**src/rtl/psram_capture_writer_if.sv**
```systemverilog
// PSRAM AXI-style write port (address + data channels) between the capture writer and the memory.
interface psram_capture_writer_if;
    logic [24:0] awaddr;
    logic        awvalid;
    logic        awready;
    logic [17:0] wdata;
    logic        wvalid;
    logic        wready;
    logic        wlast;

    modport master (output awaddr, awvalid, wdata, wvalid, wlast, input awready, wready);
    modport slave  (input awaddr, awvalid, wdata, wvalid, wlast, output awready, wready);
endinterface

```
**src/rtl/psram_capture_writer.sv**
```systemverilog
// Packs each AD sample set into one 4-beat PSRAM burst; strobe-to-awvalid 2 cycles, FIFO absorbs stalls.
// Full FIFO drops the set and sets overflow. PSRAM_CAPTURE_WRAP_EN selects circular capture ended by stop.
module psram_capture_writer #(
    parameter int NUM_BURSTS = 800,
    parameter int FIFO_DEPTH = 8
) (
    input  logic        clk,
    input  logic        reset,
    input  logic        i_psram_ready,
    input  logic        i_arm,
    input  logic        i_stop,
    input  logic        i_ad_strobe,
    input  logic [11:0] i_ad_a0,
    input  logic [11:0] i_ad_a1,
    input  logic [11:0] i_ad_b0,
    input  logic [11:0] i_ad_b1,
    input  logic [7:0]  i_ad_es,
    input  logic        i_ad_pw,
    psram_capture_writer_if.master psram,
    output logic        o_busy,
    output logic        o_done,
    output logic        o_overflow
);
    localparam int AW = $clog2(FIFO_DEPTH);
    localparam logic [AW:0] PTR_ONE  = (AW+1)'(1);
    localparam logic [21:0] LAST_IDX = 22'(NUM_BURSTS - 1);

    typedef enum logic [1:0] {S_IDLE, S_RUN, S_AW, S_W} state_t;

    state_t      r_state, w_state_nxt;
    logic [71:0] r_mem [FIFO_DEPTH];
    logic [AW:0] r_wr_ptr, r_rd_ptr;
    logic [21:0] r_burst_idx;
    logic [1:0]  r_beat;
    logic        r_done, r_overflow;
    logic        w_busy, w_empty, w_full, w_start, w_last_acc;
    logic        w_push, w_drop, w_pop, w_finish, w_stop_now, w_end_capture;
    logic [71:0] w_set, w_head;
    logic [17:0] w_beat;

    function automatic logic [17:0] fmt_beat(input logic [3:0] x, input logic [11:0] s);
        return {1'b0, x, s[11:8], 1'b0, s[7:0]};
    endfunction

    assign w_set = {fmt_beat({3'b000, i_ad_pw}, i_ad_b1), fmt_beat(4'h0, i_ad_b0),
                    fmt_beat(i_ad_es[3:0], i_ad_a1), fmt_beat(i_ad_es[7:4], i_ad_a0)};

    assign w_busy     = (r_state != S_IDLE);
    assign w_empty    = (r_wr_ptr == r_rd_ptr);
    assign w_full     = (r_wr_ptr[AW-1:0] == r_rd_ptr[AW-1:0]) && (r_wr_ptr[AW] != r_rd_ptr[AW]);
    assign w_start    = i_arm && i_psram_ready && (r_state == S_IDLE);
    assign w_last_acc = (r_state == S_W) && (r_beat == 2'd3) && psram.wready;
    assign w_pop      = w_last_acc;
    // A pop in the same cycle frees the slot, so a full FIFO can still accept.
    assign w_push = i_ad_strobe && w_busy && i_psram_ready && !reset && (!w_full || w_pop);
    assign w_drop = i_ad_strobe && w_busy && i_psram_ready && w_full && !w_pop;

`ifdef PSRAM_CAPTURE_WRAP_EN
    logic r_stop_req;
    assign w_stop_now    = r_stop_req || i_stop;
    assign w_end_capture = w_stop_now;
`else
    logic w_unused_stop;
    assign w_unused_stop = i_stop;
    assign w_stop_now    = 1'b0;
    assign w_end_capture = (r_burst_idx == LAST_IDX);
`endif

    always_comb begin
        w_state_nxt = r_state;
        w_finish    = 1'b0;
        case (r_state)
            S_IDLE: if (w_start) w_state_nxt = S_RUN;
            S_RUN: begin
                if (w_stop_now) begin
                    w_state_nxt = S_IDLE;
                    w_finish    = 1'b1;
                end else if (!w_empty) begin
                    w_state_nxt = S_AW;
                end
            end
            S_AW: if (psram.awready) w_state_nxt = S_W;
            S_W: begin
                if (w_last_acc) begin
                    if (w_end_capture) begin
                        w_state_nxt = S_IDLE;
                        w_finish    = 1'b1;
                    end else begin
                        w_state_nxt = S_RUN;
                    end
                end
            end
            default: w_state_nxt = S_IDLE;
        endcase
    end

    always_ff @(posedge clk) begin
        if (reset || !i_psram_ready) begin
            r_state     <= S_IDLE;
            r_wr_ptr    <= '0;
            r_rd_ptr    <= '0;
            r_burst_idx <= '0;
            r_beat      <= '0;
            r_done      <= 1'b0;
            r_overflow  <= 1'b0;
        end else begin
            r_state <= w_state_nxt;
            if (w_start) begin
                r_wr_ptr    <= '0;
                r_rd_ptr    <= '0;
                r_burst_idx <= '0;
                r_done      <= 1'b0;
                r_overflow  <= 1'b0;
            end else begin
                if (w_push) r_wr_ptr <= r_wr_ptr + PTR_ONE;
                if (w_pop)  r_rd_ptr <= r_rd_ptr + PTR_ONE;
                if (w_drop) r_overflow <= 1'b1;
                if (w_last_acc)
                    r_burst_idx <= (r_burst_idx == LAST_IDX) ? 22'd0 : r_burst_idx + 22'd1;
                if (w_finish) r_done <= 1'b1;
            end
            if (r_state == S_AW && psram.awready)
                r_beat <= 2'd0;
            else if (r_state == S_W && psram.wready)
                r_beat <= r_beat + 2'd1;
        end
    end

`ifdef PSRAM_CAPTURE_WRAP_EN
    always_ff @(posedge clk) begin
        if (reset || !i_psram_ready || w_start || w_finish)
            r_stop_req <= 1'b0;
        else if (i_stop && w_busy)
            r_stop_req <= 1'b1;
    end
`endif

    always_ff @(posedge clk) begin
        if (w_push) r_mem[r_wr_ptr[AW-1:0]] <= w_set;
    end

    assign w_head = r_mem[r_rd_ptr[AW-1:0]];

    always_comb begin
        w_beat = w_head[17:0];
        case (r_beat)
            2'd1:    w_beat = w_head[35:18];
            2'd2:    w_beat = w_head[53:36];
            2'd3:    w_beat = w_head[71:54];
            default: w_beat = w_head[17:0];
        endcase
    end

    assign psram.awaddr  = {r_burst_idx, 3'b000};
    assign psram.awvalid = (r_state == S_AW);
    assign psram.wvalid  = (r_state == S_W);
    assign psram.wlast   = (r_state == S_W) && (r_beat == 2'd3);
    assign psram.wdata   = (r_state == S_W) ? w_beat : 18'd0;
    assign o_busy        = w_busy;
    assign o_done        = r_done;
    assign o_overflow    = r_overflow;
endmodule
```
**src/flat_wrapper.sv**
```systemverilog
// flat-port wrapper written by rule: the top's interface ports become plain ports
module psram_capture_writer_flat 
#(
    parameter int NUM_BURSTS = 800,
    parameter int FIFO_DEPTH = 8
)
  (clk, reset, i_psram_ready, i_arm, i_stop, i_ad_strobe, i_ad_a0, i_ad_a1, i_ad_b0, i_ad_b1, i_ad_es, i_ad_pw, o_busy, o_done, o_overflow, psram_awaddr, psram_awvalid, psram_wdata, psram_wvalid, psram_wlast, psram_awready, psram_wready);
  psram_capture_writer_if psram_i ();
  input  logic clk;
  input  logic reset;
  input  logic i_psram_ready;
  input  logic i_arm;
  input  logic i_stop;
  input  logic i_ad_strobe;
  input  logic [11:0] i_ad_a0;
  input  logic [11:0] i_ad_a1;
  input  logic [11:0] i_ad_b0;
  input  logic [11:0] i_ad_b1;
  input  logic [7:0] i_ad_es;
  input  logic i_ad_pw;
  output logic o_busy;
  output logic o_done;
  output logic o_overflow;
  output wire logic [$bits(psram_i.awaddr)-1:0] psram_awaddr;
  output wire logic [$bits(psram_i.awvalid)-1:0] psram_awvalid;
  output wire logic [$bits(psram_i.wdata)-1:0] psram_wdata;
  output wire logic [$bits(psram_i.wvalid)-1:0] psram_wvalid;
  output wire logic [$bits(psram_i.wlast)-1:0] psram_wlast;
  input wire logic [$bits(psram_i.awready)-1:0] psram_awready;
  input wire logic [$bits(psram_i.wready)-1:0] psram_wready;
  assign psram_awaddr = psram_i.awaddr;
  assign psram_awvalid = psram_i.awvalid;
  assign psram_wdata = psram_i.wdata;
  assign psram_wvalid = psram_i.wvalid;
  assign psram_wlast = psram_i.wlast;
  assign psram_i.awready = psram_awready;
  assign psram_i.wready = psram_wready;
  psram_capture_writer #(.NUM_BURSTS(NUM_BURSTS), .FIFO_DEPTH(FIFO_DEPTH)) u_core (.clk(clk), .reset(reset), .i_psram_ready(i_psram_ready), .i_arm(i_arm), .i_stop(i_stop), .i_ad_strobe(i_ad_strobe), .i_ad_a0(i_ad_a0), .i_ad_a1(i_ad_a1), .i_ad_b0(i_ad_b0), .i_ad_b1(i_ad_b1), .i_ad_es(i_ad_es), .i_ad_pw(i_ad_pw), .psram(psram_i), .o_busy(o_busy), .o_done(o_done), .o_overflow(o_overflow));
endmodule
```
**config.mk**
```make
export PLATFORM = sky130hd
export DESIGN_NAME = psram_capture_writer_flat
export DESIGN_NICKNAME = d
export VERILOG_FILES = /design/src/rtl/psram_capture_writer_if.sv /design/src/rtl/psram_capture_writer.sv /design/src/flat_wrapper.sv
export SDC_FILE = /design/constraint.sdc
export NUM_CORES = 1
export LEC_CHECK = 0
export BUFFER_PORTS_ARGS = -buffer_cell sky130_fd_sc_hd__buf_2
export CAP_MARGIN = 20
export CORE_AREA = 4 4 233 178
export CTS_CLUSTER_DIAMETER = 40
export DETAILED_ROUTE_END_ITERATION = 10
export DIE_AREA = 0 0 237 182
export GPL_TIMING_DRIVEN = 0
export PLACE_DENSITY = 0.75
export SLEW_MARGIN = 20
export SYNTH_ARGS = -nofsm -noshare
export SYNTH_HDL_FRONTEND = slang
export SYNTH_SLANG_ARGS = --single-unit
export TNS_END_PERCENT = 1
```
**constraint.sdc**
```tcl
create_clock -name clk -period 21.5 [get_ports clk]
set_input_delay 4.3 -clock clk [delete_from_list [all_inputs] [get_ports clk]]
set_output_delay 4.3 -clock clk [all_outputs]
set_load 0.01 [all_outputs]
```
## Yosys cells after proc, flatten, opt, wreduce, memory -nomap -nowiden

Memory sizes are Yosys's and may differ from the RTL's. A register that Yosys moved wholly into a read port is not among the register bits.
Index checks and enable logic that the tools add are counted.

- Flip-flop bits (word level): 36
- Bits in writable memories: 456
- Bits of input ports: 65
- Word-level logic and storage cells: 66
- Memories: 1

- Add/sub/neg operators: 4
- Eq/ne operators: 14
- Mux-type cells: 16
- Reduce and logical (&&, ||, !) cells: 24

Memory list:

| memory | depth | width | read ports | clocked after memory_dff | wr ports | RTL line | RTL |
|---|---|---|---|---|---|---|---|
| u_core.r_mem | 8 | 57 | 1 | 1 | 1 | psram_capture_writer.sv:31 | `logic [71:0] r_mem [FIFO_DEPTH];` |

Operator list:

| cell | count |
|---|---|
| 18-bit one-hot mux with 3 select lines | 1 |
| 22-bit by 1-bit adder with 22-bit output (second input constant) | 1 |
| 22-bit by 10-bit equality test with 1-bit output (second input constant) | 1 |
| 22-bit 2-to-1 mux | 1 |
| 18-bit 2-to-1 mux | 1 |
| 1-bit logical AND | 13 |
| 4-bit by 1-bit adder with 4-bit output (second input constant) | 2 |
| 2-bit equality test (second input constant) | 4 |
| 2-bit 2-to-1 mux | 4 |
| 2-bit one-hot mux with 4 select lines | 1 |
| 1-bit 2-to-1 mux | 6 |
| 3-bit 2-to-1 mux | 2 |
| 2-bit by 1-bit != test with 1-bit output (second input constant) | 3 |
| 2-bit by 1-bit equality test with 1-bit output (second input constant) | 2 |
| 4-bit equality test | 1 |
| 1-bit zero test | 4 |
| 4-bit AND reduction | 1 |
| 2-bit OR reduction | 2 |
| 3-bit equality test | 1 |
| 2-bit by 1-bit adder with 2-bit output (second input constant) | 1 |
| 2-bit zero test | 1 |
| 1-bit logical OR | 2 |
| 2-bit != test (second input constant) | 1 |
| 2-bit nonzero test | 1 |
| 1-bit != test | 1 |

## Logic depth before layout (Yosys ltp)

- Word-level depth: 7
- Depth in mapped cells: 9
- Mapped depth without buffers: 7

## Worst setup path after synthesis

OpenSTA, ideal clock, no wires.

- Path kind: in2reg
- Start: input psram_wready
- End: memory u_core.r_mem[0][0] in the netlist's numbering, enable pin
- Arrival time: 10.285 ns
- Required time: 20.888 ns
- Slack: 10.603 ns
- Cell stages on the path: 5
- Path buffers: 1
- Cells stage by stage: and3_1 buf_2 or2_1 o21ai_2 nor4_1

- Longest elaborated chain between the ends: 5

RTL lines:

| element | RTL line | RTL |
|---|---|---|
| start: declaration | flat_wrapper.sv:30 | `input wire logic [$bits(psram_i.wready)-1:0] psram_wready;` |
| 1-bit logical AND | psram_capture_writer.sv:52 | `assign w_last_acc = (r_state == S_W) && (r_beat == 2'd3) && psram.wready;` |
| 1-bit logical OR | psram_capture_writer.sv:55 | `assign w_push = i_ad_strobe && w_busy && i_psram_ready && !reset && (!w_full \|\| w_pop);` |
| 1-bit logical AND | psram_capture_writer.sv:55 |  |
| 1-bit 2-to-1 mux | psram_capture_writer.sv:139 | `if (w_push) r_mem[r_wr_ptr[AW-1:0]] <= w_set;` |
| 1-bit 2-to-1 mux (not written as such) | psram_capture_writer.sv:139 |  |
| end: declaration | psram_capture_writer.sv:31 |  |

No other way between the ends.

==> flow_metrics.py <==
metrics = {
    "yosys": {
        "synth_cells": 976,
        "syn_area_um2": 19470,
        "synth-seq-cells": 495,
        "ys_seq_area_share_pct": 74.34,
        "ys_top_cells_by_count": "edfxtp_1, mux4_2, nand2_1, dfxtp_1, nor2_1",
        "netlist_top_cells_area": "edfxtp_1, mux4_2, dfxtp_1",
        "yosysMostFrequentCell": "edfxtp_1",
        "yosys_warnings": 0,
        "yosysTopAreaCellShare_pct": 70.33,
        "async_flop_share_pct": 0,
        "synth_edf_count": 456,
        "ys.flop_type": "edfxtp_1",
        "synth_top_area_cell": "edfxtp_1",
        "syn_area_per_cell_um2": 19.95,
        "synth_cell_types": 47,
    },
    "detailed_routing": {
        "drt_iter0_drc": 1043,
        "vias_per_cell": 5.874,
        "routed_wl_um": 44260,
        "avgRoutedWirePerCell_um": 25.25,
        "detail-route-antenna-nets": 0,
        "drc": 0,
        "drtPass1Iterations": 7,
        "vias": 10300,
    },
    "clock_network": {
        "cts-hold-fix-buffers": 0,
        "postCtsSetupRepairBufs": 0,
        "cts_resized": 0,
        "cts-root-buf": "clkbuf_16",
        "htree_levels": 2,
        "cts_tree": "built",
        "cts_buffers": 51,
        "clkTransAtPathRegs_ps": 60,
        "cts_num_sinks": 495,
        "insertion_delay_ps": 560,
        "clk_path_buf_depth": 3,
    },
    "power": {
        "power_density_nw_per_um2": 84.88,
        "p_sw_mw": 0.3762,
        "leakagePower_nw": 7.590,
        "intPower_mw": 1.569,
        "power_frac_seq_pct": 54.0,
        "ir_drop_v": 0.00006563,
        "p_clk_share_pct": 44.8,
        "swShare_pct": 19.34,
        "pwr-share-comb_pct": 1.2,
        "power.total_mw": 1.945,
    },
    "critical_path": {
        "cp.depth": 9,
        "worst-path-buf-inv": 5,
        "worst-path-max-fanout": 10,
        "r2r_slack_ps": 17620,
        "crit_chain": "buf_6 > buf_2 > buf_4 > nor2b_1 > clkbuf_1 > a22oi_1 > o211ai_1 > and3_1 > buf_2",
        "cpMaxStageDelayCell": "a22oi_1",
        "arrival_ps": 3500,
        "worstSetupStartpointType": "flip-flop",
        "r2r_cells": 12,
        "crit_type": "flip-flop to primary output",
        "worstPathRequired_ps": 17200,
        "cp_common_cell": "buf_2",
        "critical-path-top-delay-family": "buffers and inverters",
        "max_stage_delay_ps": 570,
        "timing.rr.start": "u_core.r_beat[1]",
        "endpoint_kind": "primary output",
        "r2r-end": "u_core.r_mem[0][21]",
    },
    "grt": {
        "grt_first_pass_wirelength_um": 65910,
        "grt_pass1_vias": 10330,
        "gr-total-overflow": 0,
        "grt_usage_pct": 20.38,
        "grt_max_degree": 22,
        "antenna_found_initial": 12,
    },
    "sta": {
        "hold_viol_final": 0,
        "final.period_utilization_pct": 36.28,
        "worstMarginPinSlew_ps": 911.4,
        "setup-tns-final_ps": 0,
        "fmax_ghz": 0.1282,
        "rsz0062_at_grt": "no",
        "holdWs_ps": 461.7,
        "finClkSkew_ps": 17.94,
        "setup_viol": 0,
        "min_period_ps": 7800,
        "relSlewSlack_pct": 39.24,
        "maxSlewViolCount": 0,
        "fin_ws_ps": 13700,
    },
    "die": {
        "dieArea_um2": 43130,
        "coreArea_um2": 39180,
        "die_y_um": 182,
        "core.rowCount": 63,
        "num_io_pins": 114,
        "die_w_um": 237,
        "start_util_pct": 49.69,
    },
    "finish": {
        "final_nets": 1269,
        "drive_gt1_share_pct": 32.82,
        "fin_util_pct": 58.50,
        "fin_cells": 1753,
        "area_growth_pct": 17.71,
        "final_cell_area_um2": 22920,
    },
    "place": {
        "dp_slack_ps": 14100,
        "io_buffers": 107,
        "place_area_um2": 21260,
        "gp_congestion": 0.7660,
        "dpl.hpwl_um": 30210,
        "place_inst": 1660,
    },
    "run": {
        "maxCapViolCount": 0,
    },
    "status": {
        "status": "finished clean",
    },
    "hold_path": {
        "hold_class": "flip-flop to flip-flop",
        "hold_depth": 1,
        "hold_start": "u_core.o_overflow",
        "min_to": "u_core.o_overflow",
    },
}
final cells by class:
class | count | area [um^2]
well taps | 520 | 650.6
diodes | 2 | 5.005
plain buffers | 53 | 292.8
flip-flops and latches | 495 | 14470
multi-input cells | 423 | 4732
inverters | 9 | 33.78
repair buffers | 160 | 1072
clock buffers | 61 | 1314
clock inverters | 30 | 342.8
fillers | 2801 | 16260
power groups by stage:
stage / clock network [mW] / logic, mW / registers, mW
after global placement: 0 / 0.0203 / 1.07
after CTS: 0.884 / 0.0226 / 1.05
after global routing: 0.930 / 0.0253 / 1.05
after floorplan: 0 / 0.00504 / 1.07
final: 0.872 / 0.0228 / 1.05
after detailed placement: 0 / 0.0225 / 1.07
cell families after synthesis:
logic type	share of synthesized area, %
compound gates	2.538
xor+xnor	1.305
fa+ha+maj	0.7069
buf+inv	1.677
flops	74.34
mux	15.42
other cells	0.01926
simple gates	3.985
metal layers:
layer	vias up	routed length, um	global-route usage [%]
met3	81	4437	5.785
met2	481	20300	30.81
met5	-	90	0
met4	16	895	4.739
li1	4426	-	-
met1	5293	18540	29.91
registers in the layout, summed over array words and instances, names as in the netlist, named ones only:
name	count
u_core.o_done	1
u_core.o_overflow	1
u_core.r_beat	2
u_core.r_burst_idx	22
u_core.r_mem	456
u_core.r_rd_ptr	4
u_core.r_state	2
u_core.r_wr_ptr	4
worst max path at each step:
stage               slack (ps)    startpoint                  end
finish                   13700     flip-flop       psram_wdata[4]
global route             13530     flip-flop       psram_wdata[6]
CTS                      13760     flip-flop       psram_wdata[4]
detailed placement       14100  psram_wready  u_core.r_mem[0][21]
global placement          4830  psram_wready  u_core.r_mem[0][21]
floorplan                10600  psram_wready   u_core.r_mem[0][0]
placed cells by master (no fill, tap or decap), types with 16 or more instances in the layout:
master	count
clkbuf_16	51
edfxtp_1	456
nor2_1	36
mux4_2	94
nand2_1	57
dfxtp_1	39
buf_4	41
xor2_1	20
mux4_1	18
buf_2	140
clkbuf_1	22
mux2_2	16
mux2i_1	21
Power figures use the tool's default switching activity.
